===== config.mk =====
export PLATFORM = sky130hd
export DESIGN_NAME = mem_nb_stage
export DESIGN_NICKNAME = d
export VERILOG_FILES = /design/src/rtl/mem_pkg.sv /design/src/rtl/mem_resp_fifo.sv /design/src/rtl/mem_nb_stage.sv
export SDC_FILE = /design/constraint.sdc
export NUM_CORES = 1
export LEC_CHECK = 0
export CAP_MARGIN = 20
export CORE_ASPECT_RATIO = 1.2
export CORE_MARGIN = 5
export CORE_UTILIZATION = 28
export DETAILED_ROUTE_END_ITERATION = 12
export PLACE_DENSITY = 0.69
export REMOVE_ABC_BUFFERS = 1
export SYNTH_ARGS = -nofsm -noshare
export SYNTH_HDL_FRONTEND = slang
export SYNTH_HIERARCHICAL = 1
export SYNTH_SLANG_ARGS = --single-unit

===== constraint.sdc =====
create_clock -name clk -period 5.8 [get_ports clk]
set_input_delay 1.45 -clock clk [delete_from_list [all_inputs] [get_ports clk]]
set_output_delay 1.45 -clock clk [all_outputs]
set_load 0.01 [all_outputs]

===== src/rtl/mem_pkg.sv =====
// Shared definitions for the non-blocking memory stage: one-hot op bit
// positions, request size codes, exception code and the in-flight tag layout.
package mem_pkg;

  localparam int MEMOP_LDB  = 0;
  localparam int MEMOP_LDH  = 1;
  localparam int MEMOP_LDW  = 2;
  localparam int MEMOP_LDBU = 3;
  localparam int MEMOP_LDHU = 4;
  localparam int MEMOP_STB  = 5;
  localparam int MEMOP_STH  = 6;
  localparam int MEMOP_STW  = 7;

  localparam logic [5:0] ECODE_ALE = 6'h09;

  typedef enum logic [1:0] {
    SIZE_B = 2'd0,
    SIZE_H = 2'd1,
    SIZE_W = 2'd2
  } size_e;

  // kill is stored as 0; flush kills are tracked as a head-side count in the stage
  typedef struct packed {
    logic       is_load;
    logic [4:0] op;
    logic [1:0] a;
    logic       kill;
  } tag_t;

  function automatic size_e op_size(input logic [7:0] op);
    if (op[MEMOP_LDW] || op[MEMOP_STW]) return SIZE_W;
    if (op[MEMOP_LDH] || op[MEMOP_LDHU] || op[MEMOP_STH]) return SIZE_H;
    return SIZE_B;
  endfunction

endpackage


===== src/rtl/mem_resp_fifo.sv =====
// In-order DEPTH x WIDTH synchronous FIFO with show-ahead head, clear and
// occupancy count. Used for both the load-response queue and the tag queue.
module mem_resp_fifo #(
  parameter int DEPTH = 2,
  parameter int WIDTH = 32
) (
  input  logic                   clk,
  input  logic                   rst,
  input  logic                   i_clr,
  input  logic                   i_push,
  input  logic [WIDTH-1:0]       i_data,
  input  logic                   i_pop,
  output logic [WIDTH-1:0]       o_data,
  output logic                   o_empty,
  output logic [$clog2(DEPTH):0] o_count
);

  localparam int AW = $clog2(DEPTH);
  localparam int CW = AW + 1;
  localparam logic [CW-1:0] FULL = CW'(DEPTH);

  logic [WIDTH-1:0] r_mem [DEPTH];
  logic [AW-1:0]    r_wr_ptr;
  logic [AW-1:0]    r_rd_ptr;
  logic [CW-1:0]    r_count;
  logic             w_push;
  logic             w_pop;

  assign w_push = i_push && (r_count != FULL);
  assign w_pop  = i_pop && (r_count != '0);

  always_ff @(posedge clk) begin
    if (w_push && !i_clr) begin
      r_mem[r_wr_ptr] <= i_data;
    end
  end

  always_ff @(posedge clk) begin
    if (rst || i_clr) begin
      r_wr_ptr <= '0;
      r_rd_ptr <= '0;
      r_count  <= '0;
    end else begin
      if (w_push) r_wr_ptr <= r_wr_ptr + AW'(1);
      if (w_pop)  r_rd_ptr <= r_rd_ptr + AW'(1);
      if (w_push && !w_pop) begin
        r_count <= r_count + CW'(1);
      end else if (w_pop && !w_push) begin
        r_count <= r_count - CW'(1);
      end
    end
  end

  assign o_data  = r_mem[r_rd_ptr];
  assign o_empty = (r_count == '0);
  assign o_count = r_count;

endmodule


===== src/rtl/mem_nb_stage.sv =====
// Non-blocking MEM stage: issues loads/stores without waiting for data_ok and
// returns load data through an in-order response FIFO. `MEM_ALIGN_CHECK_EN
// enables misaligned-access (ALE) detection.
module mem_nb_stage
  import mem_pkg::*;
#(
  parameter int DEPTH = 2,
  parameter int XLEN  = 32
) (
  input  logic            clk,
  input  logic            rst,
  input  logic            in_valid,
  output logic            in_ready,
  input  logic [XLEN-1:0] in_pc,
  input  logic [7:0]      in_mem_op,
  input  logic [XLEN-1:0] in_addr,
  input  logic [XLEN-1:0] in_wval,
  input  logic            in_exc,
  input  logic            flush,
  output logic            req,
  output logic            wr,
  output logic [1:0]      size,
  output logic [XLEN-1:0] addr,
  output logic [3:0]      wstrb,
  output logic [XLEN-1:0] wdata,
  input  logic            addr_ok,
  input  logic            data_ok,
  input  logic [XLEN-1:0] rdata,
  output logic            out_valid,
  input  logic            out_ready,
  output logic [XLEN-1:0] out_pc,
  output logic            out_is_load,
  output logic            out_exc,
  output logic [5:0]      out_ecode,
  output logic [XLEN-1:0] out_badv,
  output logic            resp_valid,
  output logic [XLEN-1:0] resp_data,
  input  logic            resp_ready,
  output logic            busy
);

  localparam int CW = $clog2(DEPTH) + 1;

  logic            w_ale;
  logic            w_is_load_op;
  logic            w_mem;
  logic            w_room;
  logic            w_ready_go;
  logic            w_fire;
  logic [CW-1:0]   w_inflight;
  logic [CW-1:0]   w_resp_cnt;
  logic [CW:0]     w_occ;
  tag_t            w_tag_in;
  tag_t            w_head;
  logic            w_tag_empty;
  logic            w_tag_push;
  logic            w_tag_pop;
  logic            w_head_kill;
  logic            w_resp_push;
  logic            w_resp_empty;
  logic [XLEN-1:0] w_shifted;
  logic [XLEN-1:0] w_ext;
  logic [CW-1:0]   r_kill_cnt;

  logic            r_out_valid;
  logic [XLEN-1:0] r_out_pc;
  logic            r_out_is_load;
  logic            r_out_exc;
  logic [5:0]      r_out_ecode;
  logic [XLEN-1:0] r_out_badv;

`ifdef MEM_ALIGN_CHECK_EN
  always_comb begin
    w_ale = 1'b0;
    if ((in_mem_op[MEMOP_LDH] || in_mem_op[MEMOP_LDHU] || in_mem_op[MEMOP_STH]) && in_addr[0])
      w_ale = 1'b1;
    if ((in_mem_op[MEMOP_LDW] || in_mem_op[MEMOP_STW]) && (in_addr[1:0] != 2'b00))
      w_ale = 1'b1;
  end
`else
  assign w_ale = 1'b0;
`endif

  assign w_is_load_op = |in_mem_op[4:0];
  assign w_mem        = in_valid && (|in_mem_op) && !in_exc && !w_ale;
  assign w_occ        = {1'b0, w_inflight} + {1'b0, w_resp_cnt};
  assign w_room       = (w_occ < (CW+1)'(DEPTH));
  assign req          = w_mem && !flush && out_ready && w_room;
  assign w_ready_go   = !in_valid || !w_mem || (req && addr_ok);
  assign in_ready     = !rst && (!in_valid || (w_ready_go && out_ready));
  assign w_fire       = in_valid && w_ready_go && out_ready;

  assign wr   = |in_mem_op[7:5];
  assign size = op_size(in_mem_op);
  assign addr = in_addr;

  always_comb begin
    wstrb = 4'b0000;
    wdata = in_wval;
    if (in_mem_op[MEMOP_STB]) wstrb = 4'b0001 << in_addr[1:0];
    if (in_mem_op[MEMOP_STH]) wstrb = 4'b0011 << in_addr[1:0];
    if (in_mem_op[MEMOP_STW]) wstrb = 4'b1111;
    case (op_size(in_mem_op))
      SIZE_B:  wdata = {(XLEN/8){in_wval[7:0]}};
      SIZE_H:  wdata = {(XLEN/16){in_wval[15:0]}};
      default: wdata = in_wval;
    endcase
  end

  assign w_tag_in   = '{is_load: w_is_load_op, op: in_mem_op[4:0], a: in_addr[1:0], kill: 1'b0};
  assign w_tag_push = req && addr_ok;
  assign w_tag_pop  = data_ok && !w_tag_empty;

  mem_resp_fifo #(
    .DEPTH (DEPTH),
    .WIDTH ($bits(tag_t))
  ) u_tag_q (
    .clk     (clk),
    .rst     (rst),
    .i_clr   (1'b0),
    .i_push  (w_tag_push),
    .i_data  (w_tag_in),
    .i_pop   (w_tag_pop),
    .o_data  (w_head),
    .o_empty (w_tag_empty),
    .o_count (w_inflight)
  );

  // Flushed entries are always the oldest ones, so a count from the head marks them.
  always_ff @(posedge clk) begin
    if (rst) begin
      r_kill_cnt <= '0;
    end else if (flush) begin
      r_kill_cnt <= w_inflight - CW'(w_tag_pop);
    end else if (w_tag_pop && (r_kill_cnt != '0)) begin
      r_kill_cnt <= r_kill_cnt - CW'(1);
    end
  end

  assign w_head_kill = w_head.kill || (r_kill_cnt != '0);
  assign w_resp_push = w_tag_pop && w_head.is_load && !w_head_kill && !flush;
  assign w_shifted   = rdata >> {w_head.a, 3'b000};

  always_comb begin
    w_ext = rdata;
    if (w_head.op[MEMOP_LDB])  w_ext = {{(XLEN-8){w_shifted[7]}}, w_shifted[7:0]};
    if (w_head.op[MEMOP_LDH])  w_ext = {{(XLEN-16){w_shifted[15]}}, w_shifted[15:0]};
    if (w_head.op[MEMOP_LDBU]) w_ext = {{(XLEN-8){1'b0}}, w_shifted[7:0]};
    if (w_head.op[MEMOP_LDHU]) w_ext = {{(XLEN-16){1'b0}}, w_shifted[15:0]};
  end

  mem_resp_fifo #(
    .DEPTH (DEPTH),
    .WIDTH (XLEN)
  ) u_resp_q (
    .clk     (clk),
    .rst     (rst),
    .i_clr   (flush),
    .i_push  (w_resp_push),
    .i_data  (w_ext),
    .i_pop   (resp_ready),
    .o_data  (resp_data),
    .o_empty (w_resp_empty),
    .o_count (w_resp_cnt)
  );

  assign resp_valid = !w_resp_empty;
  assign busy       = (w_inflight != '0);

  always_ff @(posedge clk) begin
    if (rst) begin
      r_out_valid   <= 1'b0;
      r_out_pc      <= '0;
      r_out_is_load <= 1'b0;
      r_out_exc     <= 1'b0;
      r_out_ecode   <= '0;
      r_out_badv    <= '0;
    end else begin
      if (out_ready) r_out_valid <= w_fire && !flush;
      if (w_fire) begin
        r_out_pc      <= in_pc;
        r_out_is_load <= w_mem && w_is_load_op;
        r_out_exc     <= in_exc || w_ale;
        r_out_ecode   <= (w_ale && !in_exc) ? ECODE_ALE : 6'h00;
        r_out_badv    <= (w_ale && !in_exc) ? in_addr : '0;
      end
    end
  end

  assign out_valid   = r_out_valid;
  assign out_pc      = r_out_pc;
  assign out_is_load = r_out_is_load;
  assign out_exc     = r_out_exc;
  assign out_ecode   = r_out_ecode;
  assign out_badv    = r_out_badv;

endmodule


Word level (Yosys, flattened, before mapping)
Memory sizes are Yosys's and may differ from the RTL's. A register that Yosys moved wholly into a read port is not among the register bits.
Cells that the tools add are included.
{"block": "classes", "add_sub_neg": 11, "order_cmp": 1, "n_eq_ne": 3, "n_shift": 3, "n_mux": 29, "n_reduce_logical": 58}
{"operator": "two-way mux 32 bit", "count": 4}
{"operator": "case mux 32 bit (2 select lines)", "count": 1}
{"operator": "right shift 32 x 5 -> 16 bit", "count": 1}
{"operator": "logical AND 1 bit", "count": 26}
{"operator": "two-way mux 2 bit", "count": 10}
{"operator": "logical NOT 1 bit", "count": 12}
{"operator": "two-way mux 4 bit", "count": 3}
{"operator": "nonzero test 2 bit", "count": 6}
{"operator": "two-way mux 1 bit", "count": 11}
{"operator": "OR reduction 8 bit", "count": 1}
{"operator": "logical OR 1 bit", "count": 7}
{"operator": "logical NOT 2 bit", "count": 3}
{"operator": "subtractor 2 x 1 -> 2 bit (second input constant)", "count": 3}
{"operator": "OR reduction 5 bit", "count": 1}
{"operator": "adder 1 bit (second input constant)", "count": 4}
{"operator": "adder 2 x 1 -> 2 bit (second input constant)", "count": 2}
{"operator": "inequality test 2 bit (second input constant)", "count": 2}
{"operator": "left shift 1 x 2 -> 4 bit (first input constant)", "count": 1}
{"operator": "left shift 2 x 2 -> 4 bit (first input constant)", "count": 1}
{"operator": "adder 2 x 2 -> 3 bit", "count": 1}
{"operator": "< comparator 3 x 2 -> 1 bit (second input constant)", "count": 1}
{"operator": "OR reduction 3 bit", "count": 1}
{"operator": "equality test 2 x 1 -> 1 bit (second input constant)", "count": 1}
{"operator": "subtractor 2 x 1 -> 2 bit", "count": 1}
{"operator": "logical OR 1 bit (first input constant)", "count": 1}
{"block": "totals", "ff_bits": 45, "ram_bits": 80, "out_inout_bits": 180, "wordCells": 118, "memories": 2}
{"name": "u_resp_q.r_mem", "depth": 2, "word_bits": 32, "rd": 1, "rd_clocked_by_memory_dff": 1, "write_ports": 1, "line": "mem_resp_fifo.sv:22", "rtl": "logic [WIDTH-1:0] r_mem [DEPTH];"}
{"name": "u_tag_q.r_mem", "depth": 2, "word_bits": 8, "rd": 1, "rd_clocked_by_memory_dff": 1, "write_ports": 1, "line": "mem_resp_fifo.sv:22"}

Depth between registers and ports, before layout
{"block": "depth", "depth_word": 12, "mapped_depth": 11, "ltp_nobuf": 11}

Hierarchy
The synthesis kept the hierarchy.
{"mod": "mem_nb_stage", "instances": 1, "cells_each": 472, "area_each_um2": 3721.1, "seq_area_each_um2": 740.7}
{"mod": "mem_resp_fifo (u_resp_q)", "instances": 1, "cells_each": 127, "area_each_um2": 2538.7, "seq_area_each_um2": 2021.9}
{"mod": "mem_resp_fifo (u_tag_q)", "instances": 1, "cells_each": 55, "area_each_um2": 877.1, "seq_area_each_um2": 640.6}

Worst setup path after synthesis
Ideal clock, no wire load.
{"block": "synth_timing", "kind": "input port to flip-flop", "startpoint": "in flush", "endpoint": "mem u_resp_q.r_mem[1][0], enable pin", "arrival_time_ns": 4.312, "path_slack_ns": 1.020, "cell_stages": 4, "cell_sequence": "and4bb_2 > and2_1 > nand2b_1 > nor3b_1"}
{"block": "synth_via", "elab_chain_cells": 6}
{"element": "start, declared", "line": "mem_nb_stage.sv:19", "rtl": "input logic flush,"}
{"element": "logical NOT 1 bit", "line": "mem_nb_stage.sv:141", "rtl": "assign w_resp_push = w_tag_pop && w_head.is_load && !w_head_kill && !flush;"}
{"element": "logical AND 1 bit", "line": "mem_nb_stage.sv:141"}
{"element": "named net w_resp_push", "line": "mem_nb_stage.sv:59", "rtl": "logic w_resp_push;"}
{"element": "logical AND 1 bit", "line": "mem_resp_fifo.sv:29", "rtl": "assign w_push = i_push && (r_count != FULL);"}
{"element": "logical AND 1 bit", "line": "mem_resp_fifo.sv:33", "rtl": "if (w_push && !i_clr) begin"}
{"element": "two-way mux 1 bit", "line": "mem_resp_fifo.sv:33"}
{"element": "two-way mux 1 bit (implied by the code)", "line": "mem_resp_fifo.sv:34", "rtl": "r_mem[r_wr_ptr] <= i_data;"}
{"element": "end, declared", "line": "mem_resp_fifo.sv:22"}
The timed path passes the listed nets, and every way through them passes these cells.

Final worst setup path
{"block": "layout_timing", "startpoint": "in out_ready", "endpoint": "out in_ready"}
{"block": "layout_via", "elab_chain_cells": 7}
{"element": "start, declared", "line": "mem_nb_stage.sv:30", "rtl": "input logic out_ready,"}
{"element": "logical AND 1 bit (2 in series)", "line": "mem_nb_stage.sv:88", "rtl": "assign req = w_mem && !flush && out_ready && w_room;"}
{"element": "logical AND 1 bit", "line": "mem_nb_stage.sv:89", "rtl": "assign w_ready_go = !in_valid || !w_mem || (req && addr_ok);"}
{"element": "logical OR 1 bit", "line": "mem_nb_stage.sv:89"}
{"element": "logical AND 1 bit (*)", "line": "mem_nb_stage.sv:90", "rtl": "assign in_ready = !rst && (!in_valid || (w_ready_go && out_ready));"}
{"element": "logical OR 1 bit (*)", "line": "mem_nb_stage.sv:90"}
{"element": "logical AND 1 bit (*)", "line": "mem_nb_stage.sv:90"}
{"element": "end, declared", "line": "mem_nb_stage.sv:13", "rtl": "output logic in_ready,"}
Mark *: on every way between the ends. The rest lies on a longest branch, timed or not.

==> out/qor.txt <==
Status - finished clean
Largest net degree at the start of global routing - 73
First-pass GRT wire length - 31.0 mm
Cell Pwr Density - 230 mW/mm^2
Most frequent CP cell - clkdlybuf4s50_1
Routed len/inst - 17.5 um
Syn-to-layout area delta - 38.1%
Lkg Pwr - 3.53 nW
Crit path buffers/inverters - 2
Slew HR - 0.592
Maximum vdd drop - 0.186 mV
H-tree levels - 4
Vias per inst - 4.45
Minimum clock period - 5130 ps
CTS root buf - clkbuf_16
Inserted Clock Buffers - 17
Initial antenna violation count - 1
Mean Syn Cell Area - 10.9 um^2
Initial DRC count - 198
Layout fillers - 2457
PostCTS Resize Cnt - 0
Crit path max fanout - 6
Gpl congestion - 0.776
Starting Density - 0.285
Hold buffers post-CTS - 0
Setup-failing EPs final - 0
TritonCTS clock tree - built
Arr. time, crit path - 3680 ps
Core area - 0.0248 mm^2
CTS Sinks - 127
Cell Rows - 63
CP max-delay cell - clkdlybuf4s50_1
Layout Skew - 12.5 ps
Clk buf depth - 2
Setup WS pre-CTS - 584 ps
First-pass DRT Iterations - 4
Critical Path RT - 4350 ps
Fraction of layout cells with a size suffix above 1 - 0.143
Max_cap viols - 0
Final WL - 20.7 mm
Min-Delay Path Class - flip-flop to flip-flop
Synthesized netlist cell count - 651
Antenna Nets Post-Route - 0
NumNets Final - 996
Startpoint Class - input port
CP delay by family, top - buffers and inverters
Non-Filler Instances - 1180
Clock insertion delay at the later pin of the skew report - 420 ps
CP endpoint kind - output port
Slew Limit Fails - 0
Number of synthesis warnings - 6
Hpwl dp - 15.8 mm
Critical path class - input port to output port
Fmax achieved - 195 MHz
Port bufs - 226
DRC errors left - 0
Setup tns final - 0 ps
Die Wd - 155 um
Die height - 184 um
Fin worst setup slack - 672 ps
Post-CTS setup repair buffer count - 0
Grt ovf - 0
Mapped Area - 0.00707 mm^2
Max incr delay on CP - 610 ps
N_diodes - 0
Finished Core Util - 0.393
Total track usage - 0.143
CP cell instances - clkdlybuf4s50_1 -> or4b_4 -> or2_2 -> a311oi_1 -> clkdlybuf4s50_1
Vias in the first global route - 5549
Worst Max-Slew Pin Slew - 613 ps
RSZ-0062 raised after global routing - no
Vias - 5249
I/O pins - 325
Clock-pin slew on the worst setup and hold paths - 60 ps
Final hold viol count - 0
Period utilisation layout - 0.884
Die ar. - 0.0285 mm^2
Placed Instances - 1148
[cell usage in the layout, fill, tap and decap left out, types with 2 or more instances in the layout]
| cell | n |
|---|---|
| a21oi_1 | 33 |
| a221oi_1 | 7 |
| and2_1 | 3 |
| buf_4 | 12 |
| clkbuf_16 | 17 |
| clkdlybuf4s50_1 | 225 |
| clkinv_2 | 2 |
| clkinv_4 | 2 |
| clkinvlp_4 | 3 |
| conb_1 | 43 |
| dfxtp_1 | 47 |
| edfxtp_1 | 80 |
| ha_1 | 8 |
| inv_1 | 14 |
| inv_6 | 6 |
| mux2_1 | 2 |
| mux2_2 | 54 |
| mux2i_1 | 48 |
| nand2_1 | 48 |
| nand2b_1 | 73 |
| nand3_1 | 5 |
| nor2_1 | 49 |
| nor2b_1 | 5 |
| nor3_1 | 2 |
| nor3_2 | 2 |
| nor3b_1 | 3 |
| o21ai_0 | 12 |
| o221a_2 | 7 |
| or2_2 | 5 |
| or3_1 | 5 |
| xor2_1 | 7 |
[flip-flops by register name (all words and copies together), names as in the netlist, named ones only]
register           flops
u_resp_q/r_mem        64
out_pc                32
u_tag_q/r_mem         16
r_kill_cnt             2
u_resp_q/o_count       2
u_tag_q/o_count        2
out_exc                1
out_is_load            1
out_valid              1
u_resp_q/r_rd_ptr      1
u_resp_q/r_wr_ptr      1
u_tag_q/r_rd_ptr       1
u_tag_q/r_wr_ptr       1
[stage by stage]
step           area (um^2)  hold WS [ps]  total power [mW]
5_1_grt               9750           501              2.35
2_1_floorplan         6440           466              1.10
4_1_cts               9750           477              2.28
6_report              9750           473              2.24
3_5_place_dp          9220           464              1.28
3_3_place_gp          9220           457              1.28
[routing by layer]
metal,GRT usage,share of wire,vias up,wire (um)
li1,-,-,2534,-
met1,0.162,0.40,2403,8240
met2,0.232,0.46,284,9520
met3,0.0749,0.13,24,2590
met4,0.0403,0.012,4,254
met5,0.0272,0.0035,-,73
[power by group]
group | internal, mW | switching [mW]
Sequential | 0.967 | 0.00650
Clock | 0.552 | 0.427
Combinational | 0.166 | 0.124
Total | 1.69 | 0.557
[cell type report]
type / count / area, um^2 / area share
inverters: 15 / 56.3 / 0.00577
clock inverters: 14 / 106 / 0.0109
well taps: 325 / 407 / 0.0417
repair buffers: 238 / 2350 / 0.241
flip-flops and latches: 127 / 3340 / 0.343
clock buffers: 18 / 429 / 0.0440
multi-input cells: 443 / 3070 / 0.314
[worst reg2reg max path: stages, from the launching register on]
cell and delay, ps:
dfxtp_1 460, and2_1 180, fa_1 450, or4b_4 560
or2_2 300, nor2_1 220, nand2b_1 140, inv_1 70
ha_1 250, or3_1 350, a21oi_1 140
[path summary, 6_finish.rpt]
| kind | end | cells past startpoint | slack, ps | startpoint |
|---|---|---|---|---|
| max | in_ready | 5 | 670 | out_ready |
| min | out_exc | 2 | 470 | out_exc |
| max reg2reg | u_tag_q/o_count[1] | 10 | 2600 | u_tag_q/o_count[0] |
| min reg2reg | out_exc | 2 | 470 | out_exc |
(Power assumes the default switching activity.)
